[src/rtl/writeback_unit.sv]
// writeback_unit
// Final pipeline stage between the memory stage and the register file.
// Picks the register-file write value (ALU result, extracted load data or
// PC+4), performs byte/half/word/double load extraction with sign or zero
// extension, and waits for late load responses in a single WAIT_MEM state.
// Writes to x0 are dropped, and misaligned or illegal loads raise a one-cycle
// error pulse. A combinational bypass shows the write that commits at the next
// edge, and a free-running counter tracks retired instructions.
//
// Ports:
//   clk, rst        clock, asynchronous active-high reset
//   valid_i/ready_o upstream handshake (ready_o low while waiting for memory)
//   sel_rd_i, rd_we_i, wb_src_i, load_funct3_i, addr_off_i   instruction fields
//   alu_result_i, pc_plus4_i                                 candidate values
//   mem_rvalid_i, mem_rdata_i                                load response
//   bypass_valid_o, bypass_rd_o, bypass_data_o               same-cycle forward
//   sel_rd_o, we_o, data_o                                   registered write port
//   err_o                                                    misaligned/illegal load pulse
//   retired_o                                                completed-instruction count
module writeback_unit #(
    parameter int XLEN     = 32,
    parameter int NUM_REGS = 32,
    parameter int REG_AW   = $clog2(NUM_REGS),
    parameter int OFF_W    = $clog2(XLEN / 8)
) (
    input  logic              clk,
    input  logic              rst,
    input  logic              valid_i,
    output logic              ready_o,
    input  logic [REG_AW-1:0] sel_rd_i,
    input  logic              rd_we_i,
    input  logic [1:0]        wb_src_i,
    input  logic [2:0]        load_funct3_i,
    input  logic [OFF_W-1:0]  addr_off_i,
    input  logic [XLEN-1:0]   alu_result_i,
    input  logic [XLEN-1:0]   pc_plus4_i,
    input  logic              mem_rvalid_i,
    input  logic [XLEN-1:0]   mem_rdata_i,
    output logic              bypass_valid_o,
    output logic [REG_AW-1:0] bypass_rd_o,
    output logic [XLEN-1:0]   bypass_data_o,
    output logic [REG_AW-1:0] sel_rd_o,
    output logic              we_o,
    output logic [XLEN-1:0]   data_o,
    output logic              err_o,
    output logic [31:0]       retired_o
);

    typedef enum logic {IDLE, WAIT_MEM} state_t;

    state_t              state, next_state;
    logic [REG_AW-1:0]   pend_rd;
    logic                pend_we;
    logic [2:0]          pend_f3;
    logic [OFF_W-1:0]    pend_off;

    logic                complete;
    logic                cur_is_load;
    logic [REG_AW-1:0]   cur_rd;
    logic                cur_we;
    logic [2:0]          cur_f3;
    logic [OFF_W-1:0]    cur_off;
    logic [XLEN-1:0]     shifted;
    logic [XLEN-1:0]     load_val;
    logic                load_err;
    logic [XLEN-1:0]     wb_val;
    logic                cur_err;
    logic                write;

    // State register; reset also drops any load still waiting for data.
    always_ff @(posedge clk or posedge rst) begin
        if (rst) state <= IDLE;
        else     state <= next_state;
    end

    // A load that does not see its response in the accept cycle parks in
    // WAIT_MEM until the memory answers.
    always_comb begin
        next_state = state;
        case (state)
            IDLE:     if (valid_i && wb_src_i == 2'd1 && !mem_rvalid_i) next_state = WAIT_MEM;
            WAIT_MEM: if (mem_rvalid_i) next_state = IDLE;
            default:  next_state = IDLE;
        endcase
    end

    // Handshake output and the choice between live and parked fields.
    always_comb begin
        ready_o     = (state == IDLE);
        cur_rd      = sel_rd_i;
        cur_we      = rd_we_i;
        cur_f3      = load_funct3_i;
        cur_off     = addr_off_i;
        cur_is_load = (wb_src_i == 2'd1);
        complete    = valid_i && (wb_src_i != 2'd1 || mem_rvalid_i);
        if (state == WAIT_MEM) begin
            cur_rd      = pend_rd;
            cur_we      = pend_we;
            cur_f3      = pend_f3;
            cur_off     = pend_off;
            cur_is_load = 1'b1;
            complete    = mem_rvalid_i;
        end
    end

    // Load extraction. The addressed bytes are shifted down to bit 0 first.
    // Each access size is then checked for natural alignment.
    always_comb begin
        shifted  = mem_rdata_i >> {cur_off, 3'b000};
        load_val = '0;
        load_err = 1'b0;
        case (cur_f3)
            3'd0: load_val = XLEN'($signed(shifted[7:0]));
            3'd4: load_val = XLEN'(shifted[7:0]);
            3'd1: begin
                load_val = XLEN'($signed(shifted[15:0]));
                load_err = cur_off[0];
            end
            3'd5: begin
                load_val = XLEN'(shifted[15:0]);
                load_err = cur_off[0];
            end
            3'd2: begin
                load_val = XLEN'($signed(shifted[31:0]));
                load_err = (cur_off[1:0] != 2'd0);
            end
            3'd6: begin
                load_val = XLEN'(shifted[31:0]);
                load_err = (XLEN == 32) || (cur_off[1:0] != 2'd0);
            end
            3'd3: begin
                load_val = shifted;
                load_err = (XLEN == 32) || (cur_off != '0);
            end
            default: load_err = 1'b1;
        endcase
    end

    // Commit decision. Errors and x0 targets still retire but never write.
    always_comb begin
        if (cur_is_load)             wb_val = load_val;
        else if (wb_src_i == 2'd2)   wb_val = pc_plus4_i;
        else                         wb_val = alu_result_i;
        cur_err        = cur_is_load && load_err;
        write          = complete && cur_we && (cur_rd != '0) && !cur_err;
        bypass_valid_o = write;
        bypass_rd_o    = cur_rd;
        bypass_data_o  = wb_val;
    end

    // Capture the fields of a load whose data has not arrived yet.
    always_ff @(posedge clk or posedge rst) begin
        if (rst) begin
            pend_rd  <= '0;
            pend_we  <= 1'b0;
            pend_f3  <= 3'd0;
            pend_off <= '0;
        end else if (state == IDLE && next_state == WAIT_MEM) begin
            pend_rd  <= sel_rd_i;
            pend_we  <= rd_we_i;
            pend_f3  <= load_funct3_i;
            pend_off <= addr_off_i;
        end
    end

    // Registered write port. The register-file address and data keep the
    // last committed values when nothing is written.
    always_ff @(posedge clk or posedge rst) begin
        if (rst) begin
            sel_rd_o  <= '0;
            we_o      <= 1'b0;
            data_o    <= '0;
            err_o     <= 1'b0;
            retired_o <= 32'd0;
        end else begin
            we_o  <= write;
            err_o <= complete && cur_err;
            if (write) begin
                sel_rd_o <= cur_rd;
                data_o   <= wb_val;
            end
            if (complete) retired_o <= retired_o + 32'd1;
        end
    end

endmodule

[config.mk]
export PLATFORM = sky130hd
export DESIGN_NAME = writeback_unit
export DESIGN_NICKNAME = d
export VERILOG_FILES = /design/src/rtl/writeback_unit.sv
export SDC_FILE = /design/constraint.sdc
export NUM_CORES = 1
export LEC_CHECK = 0
export CORE_ASPECT_RATIO = 0.5
export CORE_MARGIN = 2
export CORE_UTILIZATION = 35
export DETAILED_ROUTE_END_ITERATION = 10
export PLACE_DENSITY = 0.67
export SLEW_MARGIN = 20
export SYNTH_ARGS = -nofsm -noshare
export SYNTH_HDL_FRONTEND = slang
export SYNTH_SLANG_ARGS = --single-unit
[constraint.sdc]
create_clock -name clk -period 4.7 [get_ports clk]
set_clock_uncertainty 0.15 [all_clocks]
set_input_delay 1.41 -clock clk [delete_from_list [all_inputs] [get_ports clk]]
set_output_delay 1.41 -clock clk [all_outputs]
set_load 0.005 [all_outputs]
==> results.py <==
metrics = {
    "cts": {
        "cts_buffers": 9,
        "worstSkewPairLatency_ps": 350,
        "cts_tree": "done",
        "cts.sinks": 83,
        "clockBufferDepth": 2,
        "clock-root-buffer": "clkbuf_16",
        "h-tree-depth": 3,
        "clkTransAtPathRegs_ps": 70,
        "cts-hold-fix-buffers": 0,
    },
    "cells_and_area": {
        "syn_to_final_growth_pct": 70.04,
        "fin_nets": 972,
        "antenna-diode-count": 0,
        "layout-drive-gt1-share": 0.2468,
        "fin_cells": 1061,
    },
    "logic_synthesis": {
        "syn_area_um2": 5132,
        "synth_area_leaders": "dfrtp_1 (40%), nand2_1 (8.7%), mux2_2 (6.4%)",
        "synth_top_area_frac": 0.4047,
        "syn_inst": 565,
        "yosysSeqAreaShare": 0.4047,
        "yosys.area.top_type": "dfrtp_1",
        "yosysUniqueCellTypes": 52,
        "ys_seq_elements": 83,
        "syn-num-nets": 679,
        "synth_flop_cell": "dfrtp_1",
        "avgSynthCellArea_um2": 9.084,
        "yosys_warnings": 0,
        "synth_edf_count": 0,
        "synthArstFlopShare": 1.000,
    },
    "worst_setup_path": {
        "worst_ep_required_time_ps": 3140,
        "path_max_fanout": 5,
        "crit_path_end_kind": "output pin",
        "r2r_cells": 9,
        "cp.arrival_ps": 3100,
        "crit_path_start_kind": "input pin",
        "crit_type": "input pin to output pin",
    },
    "routing": {
        "vias": 5454,
        "antenna_left": 0,
        "drt_pass1_iterations": 5,
        "via_per_inst": 5.140,
        "wl_per_cell_um": 18.35,
        "post-route-drc-count": 0,
        "drtIter0Drc": 503,
        "totalWireLength_um": 19470,
    },
    "hold_path": {
        "hold_path_depth": 1,
        "min_path_type": "flop to flop",
    },
    "floorplan": {
        "coreArea_um2": 14390,
        "chipHeight_um": 89.63,
        "start_util": 0.3567,
        "die_w_um": 175.3,
        "row_count": 31,
        "dieArea_um2": 15710,
        "pin_count": 223,
    },
    "timing": {
        "tightest_slew_ps": 602.0,
        "fmax_mhz": 214.8,
        "fin_tns_setup_ps": 0,
        "period_share": 0.9905,
        "slew_violations": 0,
        "setup_viol": 0,
        "finalHoldViolCount": 0,
        "grt_setup_unrepaired": "yes",
        "maxSlewHeadroom": 0.5953,
        "layout_min_cycle_time_ps": 4655,
    },
    "run": {
        "maxCapViolations": 0,
    },
    "global_route": {
        "grt.overflow.total": 0,
        "antenna_found_initial": 0,
        "track_usage": 0.2404,
        "grt_pass1_vias": 5222,
        "grt_pass1_wl_um": 29080,
        "grt_max_degree": 52,
    },
    "placed_design": {
        "portBuffers": 222,
        "dpl.hpwl_um": 14360,
        "gp_congestion": 0.8837,
        "dp_cells": 1033,
    },
    "power_and_ir_drop": {
        "ir_drop_mv": 0.1841,
        "p_leak_nw": 3.865,
        "power_density_nw_per_um2": 311.7,
    },
    "outcome": {
        "status": "finished clean",
    },
}
cell families (layout without fill, tap and decap cells):
kind of cell,Yosys count,count (layout),synth area share
AOI/OAI and AO/OA,131,131,0.1797
xor gates and xnor gates,31,31,0.05290
adders and majority gates,1,1,0.002437
buffers and inverters,47,345,0.04583
DFF,83,83,0.4047
muxes,62,62,0.1331
and+or+nand+nor,210,210,0.1814
cell usage after synthesis (9+ instances only):
cell type	number
a21oi_2	11
nand4_1	11
mux2_2	29
xnor2_1	23
a21oi_1	24
nand2_1	119
nand3_1	12
o22ai_1	9
nor2_1	33
clkbuf_1	18
a31oi_1	32
mux2i_1	29
o21bai_1	16
dfrtp_1	83
inv_1	10
flip-flops by register name, indices dropped and copies added, names as in the netlist:
| register | flops |
|---|---|
| pend_f3 | 3 |
| state | 1 |
| data_o | 32 |
| err_o | 1 |
| we_o | 1 |
| sel_rd_o | 5 |
| pend_rd | 5 |
| pend_we | 1 |
| pend_off | 2 |
| retired_o | 32 |
power by group:
part / switching [mW] / internal [mW]
Sequential: 0.107 / 0.859
Clock: 0.346 / 0.378
Combinational: 0.413 / 0.616
path summary, 6_finish.rpt:
kind / start / to / slack [ps]
worst max-delay path: addr_off_i[0] / bypass_data_o[20] / 40
worst min-delay path: retired_o[31] / retired_o[31] / 320
worst max register to register: state / data_o[5] / 1680
worst min register to register: retired_o[31] / retired_o[31] / 320
max in group asynchronous: rst / data_o[20] / 2300
min in group asynchronous: rst / retired_o[14] / 1280
cell type report:
cell class	instances	area [µm²]
multi-input combinational	435	3007
inverter	11	42.54
clock buffer	9	225.2
timing repair buffer	318	3052
clock inverter	7	76.32
sequential	83	2077
fill	1284	5663
tap	198	247.7
routing by layer:
layer / global-route usage / share of wire
met5: 0 / 0
met4: 0.05076 / 0.014
met3: 0.04798 / 0.062
met2: 0.4252 / 0.49
met1: 0.3117 / 0.43
per-stage QoR:
step | setup WS (ps) | total power [mW] | hold slack, ps | instance area, µm² | utilization
after floorplan | 253.4 | 1.347 | 314.7 | 5132 | -
after global placement | -610.9 | 1.960 | 310.1 | 8149 | 0.5663
after detailed placement | -639.1 | 1.975 | 305.7 | 8149 | 0.5663
after CTS | -90.14 | 2.727 | 328.3 | 8705 | 0.6049
after global routing | -10.43 | 2.856 | 337.2 | 8727 | 0.6065
final | 44.86 | 2.720 | 323.0 | 8727 | 0.6065
timing repair:
item | 4_1_cts | 5_1_grt
gates cloned | 3 | 0
setup endpoints to repair | 33 | 26
pin swaps | 7 | 7
resized for setup | 101 | 30
buffers inserted | 7 | 3
layout by cell type, fill, tap and decap left out, types with 9 or more instances in the layout:
cell and count:
clkbuf_16 9, nand3_1 12, dfrtp_1 83, clkbuf_2 12, a21oi_2 15, nand4_1 11
xnor2_1 23, nor2_1 32, buf_4 80, dlygate4sd2_1 19, a31oi_1 32, mux2i_1 22
nand2_1 119, o21bai_1 16, a21oi_1 19, mux2_2 29, clkdlybuf4s50_1 179, buf_12 11
worst max-delay path, stage by stage:
cell and delay, ps:
buf_8 100, mux2_4 280, mux2_4 320, a2bb2oi_4 170, a22o_4 320, buf_12 160
a21oi_1 130, o21bai_1 80, clkbuf_2 120
Power figures use the tool's default switching activity.
